==> config.mk <==
export PLATFORM = sky130hd
export DESIGN_NAME = spi_master_arbiter
export DESIGN_NICKNAME = d
export VERILOG_FILES = /design/src/rtl/spi_master_arbiter.sv
export SDC_FILE = /design/constraint.sdc
export NUM_CORES = 1
export LEC_CHECK = 0
export BUFFER_PORTS_ARGS = -buffer_cell sky130_fd_sc_hd__buf_2
export CELL_PAD_IN_SITES_DETAIL_PLACEMENT = 1
export CELL_PAD_IN_SITES_GLOBAL_PLACEMENT = 1
export CORE_ASPECT_RATIO = 0.8
export CORE_MARGIN = 2
export CORE_UTILIZATION = 31
export DETAILED_ROUTE_END_ITERATION = 10
export PLACE_DENSITY_LB_ADDON = 0.2
export SLEW_MARGIN = 20
export SYNTH_ARGS = -nofsm -noshare
export SYNTH_HDL_FRONTEND = slang
export SYNTH_SLANG_ARGS = --single-unit
==> constraint.sdc <==
create_clock -name sys_clk -period 1.7 [get_ports sys_clk]
set_input_delay 0.34 -clock sys_clk [delete_from_list [all_inputs] [get_ports sys_clk]]
set_output_delay 0.34 -clock sys_clk [all_outputs]
set_load 0.05 [all_outputs]
==> src/rtl/spi_master_arbiter.sv <==
// Round-robin arbiter that shares one spi_master between NUM_REQ requesters.
// Latches the winner's operands, issues rw_start, waits for rw_ack or timeout, returns rdata/done.
module spi_master_arbiter #(
   parameter int NUM_REQ     = 4,
   parameter int DATA_WIDTH  = 16,
   parameter int ADDR_WIDTH  = 8,
   parameter int TIMEOUT_CYC = 4096,
   parameter int GAP_CYC     = 4
) (
   input  logic                          sys_clk,
   input  logic                          rst_n,
   input  logic [NUM_REQ-1:0]            req,
   input  logic [NUM_REQ*ADDR_WIDTH-1:0] req_addr,
   input  logic [NUM_REQ*DATA_WIDTH-1:0] req_wdata,
   output logic [NUM_REQ-1:0]            grant,
   output logic [NUM_REQ-1:0]            done,
   output logic [DATA_WIDTH-1:0]         rdata,
   output logic                          err,
   output logic                          busy,
   output logic                          m_rw_start,
   output logic [ADDR_WIDTH-1:0]         m_addr,
   output logic [DATA_WIDTH-1:0]         m_txdata,
   input  logic                          m_rw_ack,
   input  logic [DATA_WIDTH-1:0]         m_rxdata
);

   localparam int PTR_W = $clog2(NUM_REQ);
   localparam int TO_W  = $clog2(TIMEOUT_CYC);
   localparam int GAP_W = $clog2(GAP_CYC + 1);

   typedef enum logic [2:0] {
      S_IDLE,
      S_START,
      S_WAIT,
      S_DONE,
      S_GAP
   } state_t;

   state_t                  r_state;
   state_t                  w_next;
   logic [PTR_W-1:0]        r_ptr;
   logic [TO_W-1:0]         r_to_cnt;
   logic [GAP_W-1:0]        r_gap_cnt;
   logic [NUM_REQ-1:0]      r_grant;
   logic [NUM_REQ-1:0]      r_done;
   logic [DATA_WIDTH-1:0]   r_rdata;
   logic                    r_err;
   logic                    r_rw_start;
   logic [ADDR_WIDTH-1:0]   r_m_addr;
   logic [DATA_WIDTH-1:0]   r_m_txdata;

   logic                    w_found;
   logic [PTR_W-1:0]        w_winner;
   logic [PTR_W-1:0]        w_ptr_next;
   logic                    w_to_hit;
   logic                    w_gap_end;

   assign w_to_hit   = (r_to_cnt == TO_W'(TIMEOUT_CYC - 1));
   assign w_gap_end  = (r_gap_cnt == GAP_W'(GAP_CYC - 1));
   assign w_ptr_next = (w_winner == PTR_W'(NUM_REQ - 1)) ? '0 : w_winner + 1'b1;

   // NOTE: every signal written here gets a default first, so no path can infer a latch.
   always_comb begin : comb_fsm
      int idx;
      w_next   = r_state;
      w_found  = 1'b0;
      w_winner = '0;
      idx      = 0;

      // First set request at or above the pointer, wrapping modulo NUM_REQ.
      for (int k = 0; k < NUM_REQ; k++) begin
         idx = int'(r_ptr) + k;
         if (idx >= NUM_REQ) idx = idx - NUM_REQ;
         if (!w_found && req[idx[PTR_W-1:0]]) begin
            w_found  = 1'b1;
            w_winner = idx[PTR_W-1:0];
         end
      end

      case (r_state)
         S_IDLE:  if (w_found) w_next = S_START;
         S_START: w_next = S_WAIT;
         S_WAIT:  if (m_rw_ack || w_to_hit) w_next = S_DONE;
         S_DONE:  w_next = S_GAP;
         S_GAP:   if (w_gap_end) w_next = S_IDLE;
         default: w_next = S_IDLE;
      endcase
   end

   // NOTE: sequential state uses non-blocking assignments so every register samples pre-edge values.
   always_ff @(posedge sys_clk or negedge rst_n) begin
      if (!rst_n) r_state <= S_IDLE;
      else        r_state <= w_next;
   end

   always_ff @(posedge sys_clk or negedge rst_n) begin
      if (!rst_n) begin
         r_ptr      <= '0;
         r_to_cnt   <= '0;
         r_gap_cnt  <= '0;
         r_grant    <= '0;
         r_done     <= '0;
         r_rdata    <= '0;
         r_err      <= 1'b0;
         r_rw_start <= 1'b0;
         r_m_addr   <= '0;
         r_m_txdata <= '0;
      end else begin
         r_rw_start <= 1'b0;
         r_done     <= '0;
         case (r_state)
            S_IDLE: begin
               if (w_found) begin
                  r_grant    <= NUM_REQ'(1) << w_winner;
                  r_m_addr   <= req_addr[w_winner*ADDR_WIDTH +: ADDR_WIDTH];
                  r_m_txdata <= req_wdata[w_winner*DATA_WIDTH +: DATA_WIDTH];
                  r_ptr      <= w_ptr_next;
                  r_rw_start <= 1'b1;
               end
            end
            S_START: r_to_cnt <= '0;
            S_WAIT: begin
               r_to_cnt <= r_to_cnt + 1'b1;
               // Ack takes priority over a timeout landing on the same cycle.
               if (m_rw_ack) begin
                  r_rdata <= m_rxdata;
                  r_err   <= 1'b0;
                  r_done  <= r_grant;
               end else if (w_to_hit) begin
                  r_err   <= 1'b1;
                  r_done  <= r_grant;
               end
            end
            S_DONE: begin
               r_grant   <= '0;
               r_gap_cnt <= '0;
            end
            S_GAP:   r_gap_cnt <= r_gap_cnt + 1'b1;
            default: ;
         endcase
      end
   end

   assign grant      = r_grant;
   assign done       = r_done;
   assign rdata      = r_rdata;
   assign err        = r_err;
   assign busy       = (r_state != S_IDLE);
   assign m_rw_start = r_rw_start;
   assign m_addr     = r_m_addr;
   assign m_txdata   = r_m_txdata;

endmodule

==> flow_summary.yaml <==
sta:
  unrepaired_setup_endpoints_after_global_routing: "yes"
  slew_violations: 0
  worst_slew_margin_rel_pct: 73.07
  report.final.setup_viol: 32
  worstMarginPinSlew_ps: 403.0
  fin_worst_skew_ps: 6.309
  final.period_utilization_pct: 116.8
  fin_hold_ws_ps: 235.4
  timing_hold_violations_final: 0
  final_period_minus_worst_setup_slack_ps: 1985
  maximum_achievable_frequency_ghz: 0.5038
  setup_ws_ps: -284.8
floorplanning:
  die_h_um: 102.5
  die-width_um: 127.1
  placeableCoreArea_sq_um: 11650
  overall_die_area_sq_um: 13020
  io-pin-count: 170
  row_count: 35
  start_util_pct: 32.24
synth:
  synthesis.nets: 516
  ys_ff_latch: 70
  post_synth_instance_area_sq_um: 3756
  postSynthAreaPerCell_sq_um: 9.558
  synthDistinctLibCells: 42
  postSynthCellCount: 393
  leading_register_cell_type_out_of_synthesis: "sky130_fd_sc_hd__dfrtp_1"
  ys_seq_area_share_pct: 46.64
  synthArstFlopShare_pct: 100.0
  yosysWarnings: 0
  synth_enable_flop_cells: 0
placed_design:
  placed_standard_cell_area_sq_um: 5100
  placed_cells: 736
  port-buffer-count: 169
  dp.final_hpwl_mm: 10.13
  gp_routability_congestion: 0.8704
critical_path:
  worstReg2RegStart: "r_ptr[0]$_DFFE_PN0P_"
  worst_path_max_delay_cell: "sky130_fd_sc_hd__dfrtp_1"
  crit_path_start_kind: "register"
  path_buf_inv: 4
  critical_path.max_fanout: 6
  cell_family_contributing_the_most_delay_on_the_critical_path: "buffers and inverters"
  critical-path-max-stage-delay_ps: 420
  worst_setup_path_end_kind: "register"
  crit_start: "r_ptr[0]$_DFFE_PN0P_"
  path_class: "reg2reg"
  worst-endpoint-required_ps: 1920
  crit_chain: "and2b_2 > nand2_2 > nand4_1 > buf_4 > clkinvlp_4 > buf_6 > buf_8 > ha_4 > nand2_1 > o21ai_1"
  cp_data_arrival_time_ps: 2210
finish:
  layout-area-overhead-vs-synth_pct: 83.44
  layout-drive-gt1-share_pct: 61.30
  finalNonFillerCells: 796
  postLayoutCellArea_sq_um: 6890
  nFillCells: 1288
  most-common-layout-cells: "sky130_fd_sc_hd__buf_2 (166), sky130_fd_sc_hd__nand2_1 (74), sky130_fd_sc_hd__dfrtp_1 (69), sky130_fd_sc_hd__buf_4 (45), sky130_fd_sc_hd__nor2_1 (30)"
  layout_commonest_cell: "sky130_fd_sc_hd__buf_2"
  design.final.nets: 764
power_and_ir_drop:
  p_clk_share_pct: 15.6
  net-switching-power_mw: 7.091
  vdd.ir_drop.worst_mv: 0.8550
  intPower_mw: 7.738
  leakage_nw: 3.044
  netSwitchingFraction_pct: 47.82
  power.share.combinational_pct: 65.6
  power_per_cell_area_nw_per_um2: 2152
  p_seq_share_pct: 18.8
global_routing:
  globalRouteOverflowTotal: 0
  initial_antenna_violation_count: 1
  first_global_vias: 4549
  grt_max_degree: 44
  gr-usage-all-layers_pct: 25.26
  grt_pass1_wl_mm: 25.03
route:
  drtIter0Drc: 197
  drtAntennaViolNets: 0
  drt_pass1_iterations: 4
  totalWireLength_mm: 18.80
  detailed_route_via_count: 4394
  remaining_drc_errors: 0
  detail_route.wl_per_cell_um: 23.62
  avgViaCountPerCell: 5.520
outcome:
  run_status: "complete, but fails checks"
  violations: "negative setup slack"
clocking:
  tritoncts.num_buffers: 9
  clock_slew_at_the_register_clock_pins_of_the_worst_setup_and_hold_paths_ps: 60
  clk_root_buffer_cell: "sky130_fd_sc_hd__clkbuf_16"
  cts.path.max_buffers: 2
  clock_sinks: 70
  clk-insertion-delay-late_ps: 340
  h-tree-depth: 3
  tritoncts: "done"
flow_run:
  maxCapViolations: 0
min_path:
  hp-class: "in2reg"
  hp-start: "m_rxdata[12]"
power groups by stage:
stage	Clock, mW	Combinational, mW	Sequential [mW]
after detailed placement	0	6.53	2.73
after global routing	2.42	10.2	2.86
final	2.31	9.73	2.79
after CTS	2.31	8.21	2.72
after global placement	0	6.39	2.70
after floorplan	0	2.53	4.59
synth_stat cells, drive strengths merged (3+ instances only):
master   count  share of area (%)
nand2       87                9.1
dfrtp       70                 47
nor2        39                3.9
a2111oi     24                6.3
a311oi      24                5.9
and3        24                4.0
buf         19                3.8
o21ai       17                2.3
mux2        16                4.8
a21oi        9                1.2
inv          8               0.80
clkbuf       7               0.77
and2         6                1.0
a22o         5                1.2
nor3         5               0.80
ha           4                1.3
nand3        4               0.53
o31ai        3               0.60
kinds of logic (layout without fill, tap and decap cells):
| family | Yosys count | after routing | synth area share, % |
|---|---|---|---|
| AO/OA/AOI/OAI | 93 | 93 | 20.09 |
| XOR/XNOR | 1 | 1 | 0.2332 |
| adder cells (fa/ha/maj) | 4 | 4 | 1.332 |
| buffers and inverters | 34 | 285 | 5.330 |
| flip-flops | 70 | 70 | 46.64 |
| multiplexers | 17 | 17 | 5.063 |
| other | 0 | 2 | 0 |
| AND/OR/NAND/NOR | 174 | 176 | 21.32 |
per-layer routing:
metal | global-route usage [%] | part of all wire [%] | vias to the layer above | wire length, um
met4 | 10.57 | 3.9 | 0 | 737
met2 | 43.26 | 50 | 214 | 9477
met3 | 5.236 | 6.4 | 62 | 1199
li1 | - | - | 1948 | -
met5 | 0 | 0 | - | 0
met1 | 31.44 | 39 | 2170 | 7386
state kept, by name, indices dropped and copies added, names as in the netlist:
name / count
r_to_cnt: 12
r_gap_cnt: 3
done: 4
r_state: 3
err: 1
m_txdata: 16
r_ptr: 2
m_addr: 8
rdata: 16
m_rw_start: 1
grant: 4
final timing paths:
check | endpoint | slack (ps) | cells past startpoint
min in group asynchronous | rdata[11]$_DFFE_PN0P_ | 470 | 2
setup reg to reg | r_ptr[1]$_DFFE_PN0P_ | -280 | 10
max in group asynchronous | r_ptr[1]$_DFFE_PN0P_ | 650 | 3
hold / removal | rdata[12]$_DFFE_PN0P_ | 240 | 2
hold reg to reg | rdata[10]$_DFFE_PN0P_ | 500 | 1
setup / recovery | r_ptr[1]$_DFFE_PN0P_ | -280 | 10
worst register-to-register path: stages, from the launching register on:
cell	delay, ps
sky130_fd_sc_hd__dfrtp_1	420
sky130_fd_sc_hd__and2b_2	250
sky130_fd_sc_hd__nand2_2	80
sky130_fd_sc_hd__nand4_1	160
sky130_fd_sc_hd__buf_4	200
sky130_fd_sc_hd__clkinvlp_4	90
sky130_fd_sc_hd__buf_6	120
sky130_fd_sc_hd__buf_8	180
sky130_fd_sc_hd__ha_4	220
sky130_fd_sc_hd__nand2_1	70
sky130_fd_sc_hd__o21ai_1	70
layout make-up:
class,instances,area (sq um),share of cell area (%)
multi-input combinational,291,2601,37.75
timing repair buffer,261,1936,28.09
sequential,70,1753,25.44
clock buffer,11,252.7,3.668
tap,148,185.2,2.687
clock inverter,5,105.1,1.525
inverter,8,52.55,0.7627
antenna,2,5.005,0.07263
per-stage QoR:
stage / power [mW] / TNS (ps) / util, % / setup slack [ps]
after detailed placement: 9.258 / -12480 / 43.78 / -509.7
after global routing: 15.48 / -7693 / 59.13 / -339.5
after global placement: 9.094 / -11330 / 43.78 / -462.3
after CTS: 13.24 / -3682 / 54.32 / -195.2
after floorplan: 7.111 / 0 / - / 14.78
final: 14.83 / -5698 / 59.15 / -284.8
timing repair:
item | 4_1_cts | 5_1_grt
hold buffers | 1 | 0
hold endpoints to repair | 27 | 0
cloned | 6 | 2
endpoints found under the setup margin | 32 | 55
pin swaps | 43 | 35
gates resized for setup | 116 | 80
setup buffers | 20 | 17
(Power assumes the default switching activity.)
